==> config.mk <==
export PLATFORM = sky130hd
export DESIGN_NAME = clk_gate_ctrl
export DESIGN_NICKNAME = d
export VERILOG_FILES = /design/src/rtl/clk_gate_ctrl.sv
export SDC_FILE = /design/constraint.sdc
export NUM_CORES = 1
export LEC_CHECK = 0
export ABC_CLOCK_PERIOD_IN_PS = 1900
export BUFFER_PORTS_ARGS = -buffer_cell sky130_fd_sc_hd__buf_2
export CORE_ASPECT_RATIO = 1.2
export CORE_UTILIZATION = 48
export DETAILED_ROUTE_END_ITERATION = 6
export GPL_TIMING_DRIVEN = 0
export MAX_ROUTING_LAYER = met4
export PLACE_DENSITY = 0.72
export SETUP_SLACK_MARGIN = 0.4
export SLEW_MARGIN = 5
export SYNTH_ARGS = -nofsm -noshare
export SYNTH_HDL_FRONTEND = slang
export SYNTH_SLANG_ARGS = --single-unit
==> constraint.sdc <==
create_clock -name cpuclk -period 1.9 [get_ports cpuclk]
set_input_delay 0.57 -clock cpuclk [delete_from_list [all_inputs] [get_ports cpuclk]]
set_output_delay 0.57 -clock cpuclk [all_outputs]
set_load 0.1 [all_outputs]
==> src/rtl/clk_gate_ctrl.sv <==
// Clock-gating controller: per-module idle gating with wake handshake, plus a
// global RUN/DRAIN/SLEEP/RESUME sequencer driving the shared clock enable.
module clk_gate_ctrl #(
    parameter int unsigned NUM_MOD = 4,
    parameter int unsigned CNT_W   = 4
) (
    input  logic               cpuclk,
    input  logic               cpurst_b,
    input  logic [NUM_MOD-1:0] mod_busy,
    input  logic [NUM_MOD-1:0] mod_wake_req,
    output logic [NUM_MOD-1:0] mod_wake_ack,
    input  logic [CNT_W-1:0]   idle_thresh,
    input  logic               sleep_req,
    input  logic               wake_irq,
    input  logic               pad_yy_test_mode,
    output logic [NUM_MOD-1:0] mod_clk_en,
    output logic               global_clk_en,
    output logic               sleep_ack,
    output logic [1:0]         ctrl_state
);

    typedef enum logic [1:0] {
        M_ON    = 2'd0,
        M_COUNT = 2'd1,
        M_OFF   = 2'd2,
        M_WAKE  = 2'd3
    } mod_st_t;

    typedef enum logic [1:0] {
        G_RUN    = 2'd0,
        G_DRAIN  = 2'd1,
        G_SLEEP  = 2'd2,
        G_RESUME = 2'd3
    } glb_st_t;

    mod_st_t          r_mst     [NUM_MOD];
    mod_st_t          w_mst_nxt [NUM_MOD];
    logic [CNT_W-1:0] r_cnt     [NUM_MOD];
    logic [CNT_W-1:0] w_cnt_nxt [NUM_MOD];
    glb_st_t          r_gst;
    glb_st_t          w_gst_nxt;
    logic             w_all_gated;

    // State registers
    always_ff @(posedge cpuclk) begin
        if (!cpurst_b) begin
            r_gst <= G_RUN;
            for (int i = 0; i < NUM_MOD; i++) begin
                r_mst[i] <= M_ON;
                r_cnt[i] <= '0;
            end
        end else begin
            r_gst <= w_gst_nxt;
            for (int i = 0; i < NUM_MOD; i++) begin
                r_mst[i] <= w_mst_nxt[i];
                r_cnt[i] <= w_cnt_nxt[i];
            end
        end
    end

    // A pending wake request counts as not gated so DRAIN cannot race a wake into SLEEP
    always_comb begin
        w_all_gated = 1'b1;
        for (int i = 0; i < NUM_MOD; i++) begin
            if (r_mst[i] != M_OFF || mod_wake_req[i]) begin
                w_all_gated = 1'b0;
            end
        end
    end

    // Per-module next state; all module FSMs are frozen while asleep
    always_comb begin
        for (int i = 0; i < NUM_MOD; i++) begin
            w_mst_nxt[i] = r_mst[i];
            w_cnt_nxt[i] = r_cnt[i];
            if (r_gst != G_SLEEP) begin
                case (r_mst[i])
                    M_ON: begin
                        if (!mod_busy[i] && !mod_wake_req[i]) begin
                            if (idle_thresh == '0) begin
                                w_mst_nxt[i] = M_OFF;
                            end else begin
                                w_mst_nxt[i] = M_COUNT;
                                w_cnt_nxt[i] = idle_thresh;
                            end
                        end
                    end
                    M_COUNT: begin
                        if (mod_busy[i] || mod_wake_req[i]) begin
                            w_mst_nxt[i] = M_ON;
                            w_cnt_nxt[i] = '0;
                        end else if (r_cnt[i] == CNT_W'(1)) begin
                            w_mst_nxt[i] = M_OFF;
                        end else begin
                            w_cnt_nxt[i] = r_cnt[i] - CNT_W'(1);
                        end
                    end
                    M_OFF: begin
                        if (mod_wake_req[i]) begin
                            w_mst_nxt[i] = M_WAKE;
                        end
                    end
                    default: begin
                        w_mst_nxt[i] = M_ON;
                    end
                endcase
            end
        end
    end

    // Global sequencer next state
    always_comb begin
        w_gst_nxt = r_gst;
        case (r_gst)
            G_RUN: begin
                if (sleep_req) begin
                    w_gst_nxt = G_DRAIN;
                end
            end
            G_DRAIN: begin
                if (!sleep_req) begin
                    w_gst_nxt = G_RUN;
                end else if (w_all_gated && !pad_yy_test_mode) begin
                    w_gst_nxt = G_SLEEP;
                end
            end
            G_SLEEP: begin
                if (wake_irq || !sleep_req || (|mod_wake_req)) begin
                    w_gst_nxt = G_RESUME;
                end
            end
            default: begin
                w_gst_nxt = G_RUN;
            end
        endcase
    end

    // Outputs decoded from registered state; test mode overrides enables only
    always_comb begin
        for (int i = 0; i < NUM_MOD; i++) begin
            mod_clk_en[i]   = (r_mst[i] != M_OFF) || pad_yy_test_mode;
            mod_wake_ack[i] = (r_mst[i] == M_WAKE);
        end
        global_clk_en = (r_gst != G_SLEEP) || pad_yy_test_mode;
        sleep_ack     = (r_gst == G_SLEEP);
        ctrl_state    = 2'(r_gst);
    end

endmodule

# Word-level counts from Yosys, hierarchy flattened

Memory sizes are Yosys's and may differ from the RTL's.
Cells that the tools add are included.

Register bits: 2
Memory bits (writable): 24
Input port bits: 17
Output and inout bits: 12
Word-level logic and storage cells: 147
Memories: 2

Memory list:

| name  | words | width | rd ports | clocked after memory_dff | write ports | line | text |
|---|---|---|---|---|---|---|---|
| r_cnt | 4     | 4     | 4        | 0                        | 4           | 38   | `logic [CNT_W-1:0] r_cnt [NUM_MOD];` |
| r_mst | 4     | 2     | 4        | 0                        | 4           | 36   | `mod_st_t r_mst [NUM_MOD];` |

Add/sub/neg operators: 4
Equality and inequality tests: 26
Multiplexer cells: 68
Bitwise gates (word level): 8
Reduce and logical (&&, ||, !) cells: 38

Operator list:

| kind                | count |
|---|---|
| $mux 4              | 24 |
| $mux 2              | 29 |
| $pmux 4 s2          | 4 |
| $pmux 2 s3          | 5 |
| $eq 2x2->1 const B  | 9 |
| $eq 4x1->1 const B  | 4 |
| $sub 4x1->4 const B | 4 |
| $logic_or 1x1->1    | 15 |
| $ne 2x2->1 const B  | 6 |
| $eq 2x1->1 const B  | 5 |
| $logic_not 1->1     | 10 |
| $logic_not 2->1     | 5 |
| $or 1x1->1          | 8 |
| $mux 1              | 6 |
| $logic_and 1x1->1   | 5 |
| $logic_not 4->1     | 1 |
| $reduce_or 4->1     | 1 |
| $ne 3x3->1 const B  | 1 |
| $reduce_and 3->1    | 1 |
| $ne 2x1->1 const B  | 1 |

# Depth between registers and ports, before layout

Gate-level depths: netlist of run 1.

Depth after elaboration: 10
Mapped depth: 6
Gate-level depth less buffers: 6

# Least setup slack after synthesis of run 1

No wires, ideal clock.

Path kind: reg2out
Start point: reg r_gst[0] (netlist: ctrl_state[0])
End point: out global_clk_en
Arrival time: 2.195 ns
Data required time: 1.330 ns
Slack: -0.865 ns
Cell stages (with the launch flop): 5
Path buffers: 1
Cell sequence: dfxtp_1 nand2b_1 inv_2 buf_6 nand2b_1

Word-level cells in the longest chain between the ends: 2

RTL lines:

| what                   | line | text |
|---|---|---|
| from (decl)            | 40   | `glb_st_t r_gst;` |
| from (signal assigned) | 53   | `r_gst <= w_gst_nxt;` |
| $ne 2x2->1             | 144  | `global_clk_en = (r_gst != G_SLEEP) \|\| pad_yy_test_mode;` |
| $logic_or 1x1->1       | 144  |  |
| to (decl)              | 17   | `output logic global_clk_en,` |

No other way between the ends.

==> results of run 1 <==
==> synth_stat cells, drive strengths merged (5+ instances only) <==
| cell type | number |
|---|---|
| a211oi | 8 |
| a21oi | 32 |
| a311oi | 5 |
| buf | 6 |
| clkbuf | 7 |
| dfxtp | 26 |
| ha | 8 |
| inv | 12 |
| mux2i | 5 |
| nand2 | 10 |
| nand2b | 10 |
| nor2 | 19 |
| nor3 | 9 |
| nor3b | 5 |
| nor4 | 5 |
| o21ai | 6 |
==> flip-flops by register name, summed over array words and instances (netlist names) <==
| register | flops |
|---|---|
| r_cnt | 16 |
| r_mst | 8 |
| ctrl_state | 2 |
==> logic make-up after synthesis <==
logic type      Yosys count
simple gates             87
compound gates           84
flops                    26
buf+inv                  25
fa+ha+maj                 8
mux                       6
xor+xnor                  4
==> cell type report <==
type / instances / area (µm²)
Sequential cell: 26 / 548
Clock buffer: 3 / 41.3
Timing Repair Buffer: 73 / 747
Buffer: 13 / 146
Fill cell: 187 / 547
Inverter: 12 / 47.5
Tap cell: 54 / 67.6
Multi-Input combinational cell: 189 / 1770
Clock inverter: 1 / 30.0
==> final timing paths <==
| check | cells past startpoint | slack [ps] | end |
|---|---|---|---|
| worst max-delay path | 5 | -30 | ctrl_state[0] |
| worst min-delay path | 2 | 500 | r_cnt[0][1] |
| worst max register to register | 5 | -30 | ctrl_state[0] |
| worst min register to register | 2 | 500 | r_cnt[0][1] |
==> power by group <==
part           switching [W]  internal, W
clock               0.000208     0.000283
combinational       0.000532     0.000492
sequential         0.0000882     0.000615
total               0.000828      0.00139
==> layout by cell type, fill, tap and decap left out, types with 7 or more instances in the layout <==
master    count
buf_4        32
buf_6        17
a21oi_1      16
buf_12       15
nor2_1       13
buf_2        12
dfxtp_1      12
inv_1        11
nand2_1      10
dfxtp_2      10
a21oi_2       9
a211oi_2      8
ha_1          8
a21oi_4       7
nor3_1        7
==> per-stage QoR <==
stage	setup WS, ps	total power, W	instances
after floorplan	127	0.00119	240
after global placement	-150	0.00132	322
after detailed placement	-162	0.00132	322
after CTS	27.8	0.00197	358
after global routing	-37.3	0.00228	371
final	-30.3	0.00222	371
==> worst max-delay path, stage by stage (launching register included) <==
cell and delay, ps:
dfxtp_4 420, clkbuf_2 220, or4bb_1 560, nor4_4 220, o21ai_1 200, and3_1 210
==> routing by layer <==
metal	track usage [%]	wire (µm)	vias to the layer above	part of all wire, %
met4	14.6	500	0	5.8
li1	-	-	1067	-
met5	-	0	-	0
met1	39.6	3230	1231	37
met3	3.57	687	66	8.0
met2	57.6	4220	204	49
==> what timing repair did <==
action / in CTS / in global routing
hold endpoints to repair: 0 / 0
pin swaps: 28 / 26
setup endpoints to repair: 38 / 37
setup buffers: 32 / 13
resized for setup: 114 / 52
==> qor.txt, run 1 <==
P per Cell Area - 653 nW/µm²
Synth Area in Simple Gates - 26.6%
Fin Clk Skew - 6.89 ps
Post-Syn Area per Cell - 8.20 µm²
Port Buffers - 28
Total GRT Usage - 33.9%
Yosys top cell area share - 26.5%
initial antenna violation count - 0
largest net degree at the start of global routing - 16
yosys warns - 0
WHS - 504 ps
critical hold path startpoint - r_cnt[0][1]
Max-Slew Margin vs Limit - 63.3%
height of the die - 72.1 µm
failing checks - negative setup slack
worst endpoint required time - 2090 ps
Post-synth EDFFs - 0
DP Area - 2300 µm²
sequential area share after synthesis - 26.5%
fin util - 86.1%
Critical Path Fanout Max - 6
fraction of the mapped netlist area in compound gates - 31.2%
# setup viols final - 1
Yosys reg bits - 26
Worst Setup SP - r_mst[3][1]
CTS tree - yes
die area - 4360 µm²
GP Congestion - 0.908
kind of critical path - register to register
Core Box Area - 3940 µm²
Cell variety after synth - 67
kind of end point of the critical path - register
Top Ports - 29
Chip Width - 60.4 µm
Hold Buf Count CTS - 0
CTS Buf Count - 3
crit path time final - 1930 ps
RSZ-0062 raised after global routing - true
mux contribution to synthesized area - 3.12%
Vias/cell - 6.92
Cell Area, Synth - 1970 µm²
total gr overflow - 0
antenna cells - 0
kind of start point of the critical path - register
Design Area, Final - 3390 µm²
Pre-antenna DRT Iters - 5
DP Wirelength - 3770 µm
Slew Limit Fails - 0
Worst-path clk slew - 100 ps
Max-cap violations - 0
Clock Latency Late Sink - 290 ps
global-route wire length before repair - 10900 µm
Post-synth ARST share - 0%
vias in the first global route - 2313
Worst Slack Setup Final - -30.3 ps
crit path DAT - 2120 ps
Mapped Cells - 240
cell taking the most area after synthesis - dfxtp_1
Max VDD drop - 374 µV
DRC Markers - 0
final WL - 8630 µm
R2R Path Start - r_mst[3][1]
clk sinks - 26
area grow syn2layout - 72.6%
highest clock rate - 518 MHz
Worst-Margin Slew - 548 ps
Area contributors post-synth - dfxtp_1 (26%), a21oi_1 (7.6%), ha_1 (5.1%)
routed wire length per instance - 23.3 µm
routed via count - 2568
layout cells sized above 1 - 56.2%
Starting Density - 49.9%
outcome - finished, violations left
CTS root buffer - clkbuf_8
layout net count - 343
area share of xor/xnor cells in the synthesized design - 1.78%
Fin. Hold Viols - 0
Post-Syn Nets - 265
largest family of logic cells by synthesized area - compound AO/OA/AOI/OAI gates
setup_tns - -30.3 ps
Leak Pwr - 1.32 nW
Clock Tree Buf Depth - 2
area share of fa/ha/maj cells after synthesis - 5.09%
row cnt - 25
min-delay worst type - register to register
CTS H-tree lvls - 1
drt initial violations - 378
Synth Flop Type - dfxtp_1
Final period util - 102%
antenna viol nets, final - 0
Power figures use the tool's default switching activity.
==> run 2, diff against run 1 <==
Settings changed: SKIP_CTS_REPAIR_TIMING from default to 1.
==> qor.txt, run 2 (synthesis gave the netlist of run 1 again) <==
Fin Clk Skew - 6.08 ps
Max VDD drop - 347 µV
# setup viols final - 0
pre-CTS setup slack - -162 ps
Max-cap violations - 0
Worst-path clk slew - 100 ps
CP max-delay cell - dfxtp_2
global-route wire length before repair - 8490 µm
largest stage delay on the critical path - 360 ps
Port Buffers - 28
Critical Path Fanout Max - 5
antenna viol nets, final - 0
Starting Density - 49.9%
DP Wirelength - 3770 µm
Design Area, Final - 3260 µm²
DP Area - 2300 µm²
P per Cell Area - 648 nW/µm²
clk sinks - 26
R2R Path Start - r_mst[3][1]
routed wire length per instance - 19.3 µm
crit path DAT - 1310 ps
critical hold path startpoint - r_cnt[0][1]
failing checks - design-rule violations
Total GRT Usage - 25.8%
Clock Tree Buf Depth - 2
crit path time final - 1880 ps
outcome - finished, violations left
kind of critical path - register to output pin
Chip Width - 60.4 µm
setup_tns - 0 ps
CTS tree - yes
min-delay worst type - register to register
Final period util - 99.0%
antenna cells - 0
Hold Path Depth - 2
GP Congestion - 0.908
worst reg2reg path depth - 5
Biggest register - r_cnt
layout cells sized above 1 - 53.5%
Max-Slew Margin vs Limit - 53.3%
CP bufs+invs - 2
initial antenna violation count - 0
worst endpoint required time - 1330 ps
critical path depth - 4
most common cell after layout, fill and taps aside - buf_4
Slew Limit Fails - 0
total gr overflow - 0
Top delay family on crit path - simple AND/OR/NAND/NOR gates
RSZ-0062 raised after global routing - true
DRC Markers - 4
largest net degree at the start of global routing - 16
Core Box Area - 3940 µm²
highest clock rate - 531 MHz
row cnt - 25
Vias/cell - 6.38
CTS H-tree lvls - 1
most frequent cells in the layout - buf_4 (37), a21oi_1 (19), nor2_1 (15), buf_6 (13), buf_12 (13)
Worst-Margin Slew - 698 ps
routed via count - 2362
die area - 4360 µm²
CTS root buffer - clkbuf_8
WHS - 494 ps
kind of end point of the critical path - output pin
area grow syn2layout - 65.9%
kind of start point of the critical path - register
vias in the first global route - 1846
Worst Setup SP - r_mst[3][0]
Clock Latency Late Sink - 280 ps
drt initial violations - 186
CP cell instances - buf_8 > nand2b_4 > or2_4 > buf_12
layout net count - 342
final WL - 7150 µm
Pre-antenna DRT Iters - 7
Fin. Hold Viols - 0
Worst Slack Setup Final - 18.4 ps
max reg flops - 16
Leak Pwr - 1.31 nW
Top Ports - 29
height of the die - 72.1 µm
CTS Buf Count - 3
==> run 2: cell count changes in the layout (fill, tap and decap cells not counted), sizes merged <==
cell,previous run,this run
buf,81,79
dlymetal6s2s,0,1
==> run 2: worst paths after layout <==
kind	to	slack, ps
worst max-delay path	mod_clk_en[3]	20
worst max register to register	ctrl_state[0]	140
worst min-delay path	r_cnt[0][1]	490
worst min register to register	r_cnt[0][1]	490
==> run 2: stage by stage <==
step	total power, W	util (%)	std cells
floorplan	0.00119	-	240
global placement	0.00132	58.3	322
detailed placement	0.00132	58.3	322
CTS	0.00179	60.1	326
global route	0.00221	82.8	370
finish	0.00212	82.8	370
==> run 2: layout make-up <==
cell class / count / area, µm²
Buffer: 13 / 140
Clock buffer: 3 / 41.3
Clock inverter: 1 / 30.0
Fill cell: 224 / 678
Inverter: 12 / 47.5
Multi-Input combinational cell: 189 / 1660
Sequential cell: 26 / 553
Tap cell: 54 / 67.6
Timing Repair Buffer: 72 / 721
==> run 2: where the power goes <==
group / internal, W / total (W) / switching, W
combinational: 0.000480 / 0.000946 / 0.000466
sequential: 0.000614 / 0.000696 / 0.0000814
clock: 0.000282 / 0.000474 / 0.000192
==> run 2: metal layers <==
metal  GRT usage (%)  up-vias  part of all wire (%)
met5               -        -                     0
met4            8.33        0                   2.4
met3            3.03       22                   7.0
met2            39.7      122                    51
met1            35.0     1155                    39
li1                -     1063                     -
==> run 2: worst reg2reg max path: stages, from the launching register on <==
cell,delay (ps)
dfxtp_4,370
dlymetal6s2s_1,190
or4bb_1,570
nor4_4,200
o21ai_0,150
and3_1,190
